File: config.mk
export PLATFORM = sky130hd
export DESIGN_NAME = bf_uart_tx
export DESIGN_NICKNAME = d
export VERILOG_FILES = /design/src/rtl/bf_io_pkg.sv /design/src/rtl/bf_byte_fifo.sv /design/src/rtl/bf_uart_tx.sv
export SDC_FILE = /design/constraint.sdc
export NUM_CORES = 1
export LEC_CHECK = 0
export CAP_MARGIN = 20
export CORE_AREA = 2 2 74 76
export DETAILED_ROUTE_END_ITERATION = 7
export DIE_AREA = 0 0 76 78
export GPL_TIMING_DRIVEN = 0
export HOLD_SLACK_MARGIN = 0.03
export PLACE_DENSITY = 0.73
export SYNTH_ARGS = -nofsm -noshare
export SYNTH_HDL_FRONTEND = slang
export SYNTH_SLANG_ARGS = --single-unit
File: constraint.sdc
create_clock -name clk -period 2.6 [get_ports clk]
set_input_delay 0.39 -clock clk [delete_from_list [all_inputs] [get_ports clk]]
set_output_delay 0.39 -clock clk [all_outputs]
set_load 0.05 [all_outputs]
File: src/rtl/bf_io_pkg.sv
// bf_io_pkg: shared encodings and sizing helpers for the byte I/O serial blocks
package bf_io_pkg;
  localparam logic [1:0] IDLE = 2'd0, START = 2'd1, DATA = 2'd2, STOP = 2'd3;
  localparam int CLK_DIV_DEFAULT = 434;
  localparam int BAUD_W_DEFAULT = $clog2(CLK_DIV_DEFAULT);
  function automatic int baud_width(input int div);
    return $clog2(div);
  endfunction
endpackage

File: src/rtl/bf_byte_fifo.sv
// bf_byte_fifo: synchronous byte FIFO with first-word-fall-through output
module bf_byte_fifo #(
  parameter int ADDR_WIDTH = 2
) (
  input  logic                  clk,
  input  logic                  rst_i,
  input  logic                  push,
  input  logic                  pop,
  input  logic [7:0]            din,
  output logic [7:0]            dout,
  output logic [ADDR_WIDTH:0]   count,
  output logic                  full,
  output logic                  empty
);
  localparam int DEPTH = 1 << ADDR_WIDTH;
  logic [7:0] mem [DEPTH];
  logic [ADDR_WIDTH-1:0] wptr, rptr;
  logic wr, rd;
  always_comb begin
    full = count == (ADDR_WIDTH+1)'(DEPTH);
    empty = count == '0;
    wr = push && !full;
    rd = pop && !empty;
    dout = mem[rptr];
  end
  always_ff @(posedge clk)
    if (rst_i) begin
      wptr <= '0;
      rptr <= '0;
      count <= '0;
    end else begin
      wptr <= wptr + ADDR_WIDTH'(wr);
      rptr <= rptr + ADDR_WIDTH'(rd);
      count <= count + (ADDR_WIDTH+1)'(wr) - (ADDR_WIDTH+1)'(rd);
    end
  always_ff @(posedge clk)
    if (wr) mem[wptr] <= din;
endmodule

File: src/rtl/bf_uart_tx.sv
// bf_uart_tx: FIFO-buffered 8N1 serial transmitter for the processor byte output channel
module bf_uart_tx
  import bf_io_pkg::*;
#(
  parameter int CLK_DIV = CLK_DIV_DEFAULT,
  parameter int FIFO_ADDR_WIDTH = 2
) (
  input  logic       clk,
  input  logic       rst_i,
  input  logic [7:0] data,
  input  logic       write,
  output logic       busy,
  output logic       txd,
  output logic       idle
);
  localparam int BW = baud_width(CLK_DIV);
  logic [1:0] state;
  logic [BW-1:0] baud_cnt;
  logic [2:0] bit_cnt;
  logic [7:0] shreg, dout;
  logic [FIFO_ADDR_WIDTH:0] count;
  logic empty, pop, baud_end;
  bf_byte_fifo #(.ADDR_WIDTH(FIFO_ADDR_WIDTH)) u_fifo (
    .clk(clk),
    .rst_i(rst_i),
    .push(write),
    .pop(pop),
    .din(data),
    .dout(dout),
    .count(count),
    .full(busy),
    .empty(empty)
  );
  always_comb begin
    baud_end = baud_cnt == BW'(CLK_DIV - 1);
    pop = !empty && (state == IDLE || (state == STOP && baud_end));
    idle = count == '0 && state == IDLE;
  end
  // txd follows the current state one cycle late, so every bit still lasts CLK_DIV cycles
  always_ff @(posedge clk)
    if (rst_i) begin
      state <= IDLE;
      baud_cnt <= '0;
      bit_cnt <= '0;
      shreg <= '0;
      txd <= 1'b1;
    end else begin
      txd <= state == START ? 1'b0 : state == DATA ? shreg[0] : 1'b1;
      baud_cnt <= (pop || baud_end || state == IDLE) ? '0 : baud_cnt + BW'(1);
      bit_cnt <= state == START ? 3'd0 : (state == DATA && baud_end) ? bit_cnt + 3'd1 : bit_cnt;
      shreg <= pop ? dout : (state == DATA && baud_end) ? shreg >> 1 : shreg;
      state <= pop ? START : !baud_end ? state : state == START ? DATA :
               state == DATA ? (bit_cnt == 3'd7 ? STOP : DATA) : IDLE;
    end
endmodule
==> results.json <==
{
  "status": "complete, no violations",
  "cpMaxStageDelayCell": "fa_2",
  "grt_pass1_vias": 1626,
  "drive_above_1_share_pct": 23.9,
  "relSlewSlack_pct": 48.6,
  "root_buffer": "clkbuf_8",
  "avgSynthCellArea_sq_um": 13.8,
  "synth-seq-area-share_pct": 59.5,
  "wl_um": 4290,
  "vias": 1548,
  "synth-seq-cells": 62,
  "cts_max_path_buffers": 2,
  "finalMaxSlewViolations": 0,
  "rsz0062_at_grt": "no",
  "track_usage_pct": 16.6,
  "synth_top_area_share_pct": 36.6,
  "clock_latency_ns": 0.35,
  "cp-start-kind": "flop",
  "postSynthCellCount": 190,
  "cts_tree": "done",
  "setup_viol": 0,
  "vias_per_cell": 5.23,
  "grt_pass1_wl_um": 7320,
  "hpwl_um": 2910,
  "design_area_sq_mm": 0.00314,
  "post_drt_wl_per_cell_um": 14.5,
  "ys.flop_type": "edfxtp_1",
  "coreArea_sq_mm": 0.00504,
  "grt_max_degree": 13,
  "area_delta_synth_final_pct": 19.8,
  "final_nets": 245,
  "endpoint_kind": "flop",
  "synthesis.nets": 214,
  "clock-skew-final_ns": 0.00858,
  "cap_violations": 0,
  "drcViolationCount": 0,
  "timing.fmax_mhz": 404,
  "min_path_type": "reg -> reg",
  "cp.arrival_ns": 2.69,
  "r2r.worst_path.cells": 13,
  "ys_warn_count": 0,
  "drtAntennaViolNets": 0,
  "final-hold-violation-count": 0,
  "synthTopCellsByArea": "edfxtp_1, dfxtp_1, mux4_2",
  "die_w_um": 76,
  "cts.sinks": 62,
  "dr.pass1.iters": 4,
  "drt_iter0_drc": 35,
  "netlist_area_sq_mm": 0.00262,
  "finalCritPeriodShare_pct": 95.3,
  "irDropWorstVdd_uv": 493,
  "hold_slack_ns": 0.472,
  "leakage_nw": 1.18,
  "fp.dieH_um": 78,
  "min_period_ns": 2.48,
  "synth_top_area_cell": "edfxtp_1",
  "critPathMaxStageDelay_ns": 0.37,
  "htree_levels": 3,
  "async_flop_share_pct": 0,
  "synth_edf_count": 32,
  "overflow": 0,
  "cp.required_ns": 2.81,
  "placed_cell_area_sq_mm": 0.00285,
  "initial_core_util_pct": 52.0,
  "path_cells": "inv_2, ha_4, and4b_2, a32oi_4, buf_6, inv_4, ha_4, inv_2, ha_2, fa_2, xnor2_2, xnor2_1, nor2_1",
  "num_antenna_cells": 0,
  "cts_buffers": 9,
  "clk_pin_slew_worst_paths_ns": 0.07,
  "p_per_area_mw_per_mm2": 974,
  "worst-setup-path-type": "reg -> reg",
  "min_path_cells": 2,
  "tightest_slew_ns": 0.768,
  "die-area_sq_mm": 0.00593,
  "fp-row-count": 26,
  "io_pins": 14,
  "io_buffers": 13,
  "path_max_fanout": 3,
  "synth_cell_types": 39,
  "gp_congestion": 0.861,
  "antenna_found_initial": 0
}
layout make-up:
cell class                 instances  area, sq um
multi-input combinational        114         1040
tap                               70         87.6
inverter                           9         36.3
sequential                        62         1570
timing repair buffer              20          180
fill                             391         1900
buffer                             5         27.5
clock inverter                     7         73.8
clock buffer                       9          124
worst max-delay path, delay by kind of cell, from the launching register on:
| kind | cells | cell delay, ns |
|---|---|---|
| adders and majority gates | 4 | 0.93 |
| DFF | 1 | 0.33 |
| xor gates and xnor gates | 2 | 0.32 |
| and+or+nand+nor | 2 | 0.31 |
| buffers and inverters | 4 | 0.25 |
| AOI/OAI and AO/OA | 1 | 0.20 |
metrics by stage:
step	power (mW)	setup WS (ns)	std cells	utilization [%]	setup TNS, ns
finish	3.06	0.122	296	62.3	0
global route	3.24	0.000767	296	62.3	0
CTS	3.05	0.0167	294	61.4	0
detailed placement	2.16	-0.216	274	56.6	-0.283
global placement	2.12	-0.189	273	56.5	-0.675
floorplan	1.95	0.0262	190	-	0
synth_stat cells, types with 5 or more instances:
master,number
dfxtp_1,30
ha_1,12
a211oi_1,7
mux4_2,8
nor2b_1,6
xor2_1,7
mux2i_1,10
xnor2_1,5
nand2_1,6
nor2_1,22
edfxtp_1,32
inv_1,8
where the power goes:
part / total [mW] / switching (mW) / internal (mW)
combinational: 0.937 / 0.478 / 0.459
sequential: 1.30 / 0.0923 / 1.20
clock: 0.828 / 0.385 / 0.443
total: 3.06 / 0.956 / 2.11
metal layers:
| layer | global-route usage (%) | wire length (um) | vias up |
|---|---|---|---|
| met2 | 28.9 | 2210 | 30 |
| met5 | 0 | 0 | - |
| li1 | - | - | 757 |
| met4 | 10.4 | 119 | 0 |
| met1 | 17.1 | 1770 | 747 |
| met3 | 5.93 | 188 | 14 |
worst paths after layout:
path,startpoint,to,slack (ns)
min,shreg[7],shreg[7],0.47
max reg2reg,baud_cnt[1],u_fifo.count[2],0.12
max,baud_cnt[1],u_fifo.count[2],0.12
min reg2reg,shreg[7],shreg[7],0.47
cells by family (layout without fill, tap and decap cells):
kind of cell	after synthesis	after routing	share of synthesized area, %
simple gates	59	59	12.7
mux	18	18	10.7
buf+inv	14	50	2.34
flops	62	62	59.5
xor+xnor	12	12	4.01
fa+ha+maj	13	13	6.49
compound gates	12	12	4.25
sequential cells by signal, indices dropped and copies added, names as in the netlist:
name / count
u_fifo.wptr: 2
bit_cnt: 3
u_fifo.mem: 32
baud_cnt: 9
shreg: 8
txd: 1
u_fifo.rptr: 2
u_fifo.count: 3
state: 2
placed cells by master, fill, tap and decap left out, types with 3 or more instances in the layout:
cell | Yosys | layout
edfxtp_1 | 32 | 32
dfxtp_1 | 30 | 26
nor2_1 | 22 | 22
clkdlybuf4s50_1 | 0 | 13
mux2i_1 | 10 | 10
ha_1 | 12 | 9
clkbuf_8 | 0 | 9
mux4_2 | 8 | 8
xor2_1 | 7 | 7
a211oi_1 | 7 | 7
nor2b_1 | 6 | 6
inv_1 | 8 | 6
nand2_1 | 6 | 6
buf_4 | 0 | 6
nand3_1 | 4 | 4
xnor2_1 | 5 | 4
nor3_1 | 3 | 3
dfxtp_2 | 0 | 3
clkinvlp_4 | 0 | 3
what timing repair did:
item | in CTS | in global routing
resized for setup | 5 | 8
setup buffers | 4 | 2
pin swaps | 4 | 4
hold buffers | 0 | 0
setup endpoints to repair | 2 | 1
No activity file was read; power rests on OpenSTA's default activity.
